===== src/rtl/full_bridge_gate_driver.sv =====
// Full-bridge gate driver: maps the controller's sigma to the four MOSFET gates with
// dead-time insertion on every polarity change, minimum on-time, enable and sticky fault.
module full_bridge_gate_driver #(
    parameter int MIN_ON = 40,
    parameter int DT_W   = 8,
    parameter int CNT_W  = 16
) (
    input  logic             i_clock,
    input  logic             i_RESET,
    input  logic             i_sigma,
    input  logic             i_enable,
    input  logic             i_fault,
    input  logic [DT_W-1:0]  i_deadtime,
    output logic [3:0]       o_MOSFET,
    output logic             o_sigma_applied,
    output logic             o_dead,
    output logic             o_fault,
    output logic [CNT_W-1:0] o_switch_count
);

    localparam int ON_W = (MIN_ON < 2) ? 1 : $clog2(MIN_ON + 1);

    localparam logic [1:0] ST_OFF  = 2'd0;
    localparam logic [1:0] ST_DEAD = 2'd1;
    localparam logic [1:0] ST_ON_P = 2'd2;
    localparam logic [1:0] ST_ON_N = 2'd3;

    localparam logic [3:0] GATES_OFF  = 4'b0000;
    localparam logic [3:0] GATES_ON_P = 4'b1001;
    localparam logic [3:0] GATES_ON_N = 4'b0110;

    localparam logic [ON_W-1:0] ON_MAX = ON_W'(MIN_ON);
    localparam logic [ON_W-1:0] ON_ONE = ON_W'(1);

    logic [1:0]       state_q,         state_d;
    logic             target_q,        target_d;
    logic [DT_W-1:0]  dead_cnt_q,      dead_cnt_d;
    logic [ON_W-1:0]  on_cnt_q,        on_cnt_d;
    logic [3:0]       mosfet_q,        mosfet_d;
    logic             sigma_applied_q, sigma_applied_d;
    logic             dead_q,          dead_d;
    logic             fault_q,         fault_d;
    logic [CNT_W-1:0] switch_count_q,  switch_count_d;

    logic [DT_W-1:0]  dead_load;
    logic             on_done;

    // A programmed dead time of zero still yields one all-off cycle.
    assign dead_load = (i_deadtime == '0) ? DT_W'(1) : i_deadtime;
    assign on_done   = (on_cnt_q == ON_MAX);

    always_comb begin
        state_d         = state_q;
        target_d        = target_q;
        dead_cnt_d      = dead_cnt_q;
        on_cnt_d        = on_cnt_q;
        sigma_applied_d = sigma_applied_q;
        switch_count_d  = switch_count_q;

        if (i_fault) begin
            fault_d = 1'b1;
        end else if (!i_enable) begin
            fault_d = 1'b0;
        end else begin
            fault_d = fault_q;
        end

        if (i_fault || !i_enable) begin
            state_d = ST_OFF;
        end else begin
            case (state_q)
                ST_OFF: begin
                    if (!fault_q) begin
                        target_d   = i_sigma;
                        dead_cnt_d = dead_load;
                        state_d    = ST_DEAD;
                    end
                end
                ST_DEAD: begin
                    if (dead_cnt_q <= DT_W'(1)) begin
                        state_d         = target_q ? ST_ON_P : ST_ON_N;
                        sigma_applied_d = target_q;
                        switch_count_d  = switch_count_q + CNT_W'(1);
                        on_cnt_d        = ON_ONE;
                    end else begin
                        dead_cnt_d = dead_cnt_q - DT_W'(1);
                    end
                end
                ST_ON_P, ST_ON_N: begin
                    // Sigma is only looked at once the minimum on-time has elapsed.
                    if (on_done && (i_sigma != sigma_applied_q)) begin
                        target_d   = i_sigma;
                        dead_cnt_d = dead_load;
                        state_d    = ST_DEAD;
                    end else if (!on_done) begin
                        on_cnt_d = on_cnt_q + ON_ONE;
                    end
                end
                default: begin
                    state_d = ST_OFF;
                end
            endcase
        end
    end

    // Gate pattern decoded from the next state so the pins follow the state entered at the edge.
    always_comb begin
        case (state_d)
            ST_ON_P: mosfet_d = GATES_ON_P;
            ST_ON_N: mosfet_d = GATES_ON_N;
            default: mosfet_d = GATES_OFF;
        endcase
        dead_d = (state_d == ST_DEAD);
    end

    always_ff @(posedge i_clock or negedge i_RESET) begin
        if (!i_RESET) begin
            state_q         <= ST_OFF;
            target_q        <= 1'b1;
            dead_cnt_q      <= '0;
            on_cnt_q        <= '0;
            mosfet_q        <= GATES_OFF;
            sigma_applied_q <= 1'b1;
            dead_q          <= 1'b0;
            fault_q         <= 1'b0;
            switch_count_q  <= '0;
        end else begin
            state_q         <= state_d;
            target_q        <= target_d;
            dead_cnt_q      <= dead_cnt_d;
            on_cnt_q        <= on_cnt_d;
            mosfet_q        <= mosfet_d;
            sigma_applied_q <= sigma_applied_d;
            dead_q          <= dead_d;
            fault_q         <= fault_d;
            switch_count_q  <= switch_count_d;
        end
    end

    assign o_MOSFET        = mosfet_q;
    assign o_sigma_applied = sigma_applied_q;
    assign o_dead          = dead_q;
    assign o_fault         = fault_q;
    assign o_switch_count  = switch_count_q;

endmodule


===== config.mk =====
export PLATFORM = sky130hd
export DESIGN_NAME = full_bridge_gate_driver
export DESIGN_NICKNAME = d
export VERILOG_FILES = /design/src/rtl/full_bridge_gate_driver.sv
export SDC_FILE = /design/constraint.sdc
export NUM_CORES = 1
export LEC_CHECK = 0
export ABC_AREA = 1
export CAP_MARGIN = 30
export CORE_MARGIN = 5
export CORE_UTILIZATION = 30
export CTS_BUF_LIST = sky130_fd_sc_hd__clkbuf_4 sky130_fd_sc_hd__clkbuf_8
export DETAILED_ROUTE_END_ITERATION = 16
export PLACE_DENSITY_LB_ADDON = 0.25
export SYNTH_ARGS = -nofsm -noshare
export SYNTH_HDL_FRONTEND = slang
export SYNTH_SLANG_ARGS = --single-unit

===== constraint.sdc =====
create_clock -name i_clock -period 1.6 [get_ports i_clock]
set_input_delay 0.32 -clock i_clock [delete_from_list [all_inputs] [get_ports i_clock]]
set_output_delay 0.32 -clock i_clock [all_outputs]
set_load 0.005 [all_outputs]

==> results.cfg <==
[timing]
rsz0062_at_grt = true
finClkSkew_ns = 0.00361
finalSetupTns_ns = 0
setup_ws_ns = 0.0515
final_max_slew_viol_count = 0
post-route-period-util_pct = 96.8
tightest_slew_ns = 0.505
layout_min_cycle_time_ns = 1.55
setup_violations = 0
slew_headroom_pct = 66.3
finalHoldViolCount = 0
fmaxAchievable_mhz = 646

[grt]
use_met1_pct = 17.2
antenna_found_initial = 0
track_usage_pct = 12.7
met3_usage_pct = 2.29
top_usage_layer = met2
grt_max_degree = 39
use_met2_pct = 20.5
gr-total-overflow = 0
grt_pass1_vias = 2186
grt_pass1_wl_microns = 10100

[synthesis]
postSynth.asyncResetShare_pct = 100
yosysWarnings = 0
syn_avg_cell_area_sq_um = 7.17
synthTopCellsByArea = dfrtp_1, nand2_1, nor2_1
ys_seq_area_share_pct = 40.8
netlist.area_leader.share_pct = 38.5
syn-num-nets = 344
syn_area_sq_um = 2340
netlist_instances = 326
synth_most_common_cell = nand2_1
ys_types = 30
synth_area_leader_cell = dfrtp_1
synthTopCellsByCount = nand2_1, nor2_1, dfrtp_1
ys.flop_type = dfrtp_1
ys_seq_elements = 38
synth-edff-count = 0

[layout]
syn_to_final_growth_pct = 41.7
drive_gt1_share_pct = 21.5
final_util_pct = 43.3
antennaDiodeCount = 0
final_nets = 426

[worst_setup_path]
arrival_ns = 1.77
reg2reg_from = dead_cnt_q[1]$_DFFE_PN0P_
critPathCaptureType = register
critPathKind = reg2reg
cp-start-kind = register
cp-endpoint = o_switch_count[5]$_DFFE_PN0P_
crit_fanout = 6
crit_start = dead_cnt_q[1]$_DFFE_PN0P_
reg2reg_slack_ns = 0.05
cp.required_ns = 1.83
r2r-end = o_switch_count[5]$_DFFE_PN0P_
rr_worst_depth = 11

[detailed_routing]
drc = 0
drtPass1Iterations = 4
drtIter0Drc = 97
antenna_left = 0
routed_via_density = 4.45
wirelength_microns = 6050
vias = 2273
wl_per_cell_microns = 11.8

[clock_network]
hold_buffers = 0
cts_buffer_depth = 2
insertion_delay_ns = 0.29
clkTransAtPathRegs_ns = 0.08
htree_levels = 2
clk_root_buffer_cell = clkbuf_8
cts_tree = done
cts_buffers = 5
clock_sinks = 38

[floorplan]
rows = 32
fp.dieW_microns = 98.3
die_height_microns = 98.3
initial_utilization_pct = 30.6
io_pins = 36
dieArea_sq_um = 9660
core_sq_um = 7650

[status]
outcome = complete, no violations

[placed_design]
post-dp-hpwl_microns = 4100
routabilityCongestion = 0.791
pre_cts_ws_ns = -0.223
numPortBuffers = 35

[hold_path]
hold_class = in2async

[pwr]
p_leak_nw = 1.61
powerDensity_nw_per_um2 = 891
vdd_drop_max_uv = 437

[run]
cap_violations = 0
[worst min-delay path by stage]
| stage | startpoint | end | slack [ns] | depth (start not counted) |
|---|---|---|---|---|
| finish | i_RESET | dead_cnt_q[0]$_DFFE_PN0P_ | 0.08 | 2 |
| global route | i_RESET | on_cnt_q[5]$_DFFE_PN0P_ | 0.13 | 2 |
| CTS | i_RESET | o_dead$_DFF_PN0_ | 0.09 | 2 |
| detailed placement | i_RESET | dead_cnt_q[0]$_DFFE_PN0P_ | 0.42 | 2 |
| global placement | i_RESET | dead_cnt_q[0]$_DFFE_PN0P_ | 0.41 | 2 |
| floorplan | i_RESET | dead_cnt_q[0]$_DFFE_PN0P_ | 0.02 | 0 |
[metrics by stage]
| step | power [mW] | area, sq um | instances | hold slack [ns] |
|---|---|---|---|---|
| after floorplan | 1.62 | 2340 | 326 | 0.0244 |
| after global placement | 1.96 | 2920 | 479 | 0.415 |
| after detailed placement | 1.98 | 2920 | 479 | 0.416 |
| after CTS | 2.94 | 3170 | 500 | 0.0944 |
| after global routing | 3.16 | 3310 | 511 | 0.129 |
| final | 2.95 | 3310 | 511 | 0.0809 |
[placed cells by master, fill, tap and decap left out, drive strengths merged, types with 3 or more instances in the layout]
cell	instances
xor2	4
nor3	3
nor2	39
dfrtp	36
inv	41
clkbuf	7
nand4	10
ha	5
xnor2	4
nand3	25
mux2i	3
buf	42
nand2	126
clkdlybuf4s50	32
o21ai	20
[kinds of logic (layout without fill, tap and decap cells)]
family                   after synthesis  after routing  share of synthesized area (%)
flip-flops                            38             38                           40.8
buffers and inverters                 46            126                           9.10
AND/OR/NAND/NOR                      203            206                           37.6
AO/OA/AOI/OAI                         23             23                           5.19
adder cells (fa/ha/maj)                5              5                           2.68
XOR/XNOR                               8              8                           3.32
multiplexers                           3              3                           1.28
[critical path: stages (launching register included)]
cell and delay [ns]:
dfrtp_1 0.39, inv_2 0.08, ha_1 0.13, inv_1 0.04
nand2_2 0.07, nand2_2 0.06, nor2_4 0.18, buf_4 0.16
nand3_4 0.10, nor2_2 0.12, nor2_1 0.06, nor2_1 0.08
[registers in the layout, summed over array words and instances, names as in the netlist]
register,cells
dead_cnt_q,8
o_MOSFET,2
o_dead,1
o_fault,1
o_sigma_applied,1
o_switch_count,16
on_cnt_q,6
state_q,2
target_q,1
[cell type report]
class	instances	area, sq um
Multi-Input combinational cell	245	1270
Inverter	39	154
Tap cell	102	128
Timing Repair Buffer	76	662
Clock buffer	7	90.1
Timing Repair inverter	3	20.0
Sequential cell	38	955
Fill cell	789	4340
Clock inverter	1	30.0
[metal layers]
layer	vias to the layer above	part of all wire, %	wire length [microns]
met5	-	0	0
met1	1044	48	2920
li1	1191	-	-
met4	0	1.4	85
met2	31	47	2870
met3	7	3.0	184
[power breakdown]
group / total (mW) / internal, mW / leakage (nW) / switching [mW]
registers: 1.18 / 1.07 / 0.492 / 0.104
logic: 0.897 / 0.454 / 1.05 / 0.443
clock network: 0.875 / 0.526 / 0.0619 / 0.349
total: 2.95 / 2.05 / 1.61 / 0.896
[timing repair]
item                       in CTS  in global routing
gates resized for setup        11                 18
buffers inserted               10                  8
gates cloned                    3                  3
setup endpoints to repair      15                 34
pin swaps                       2                  2
Power figures use the tool's default switching activity.
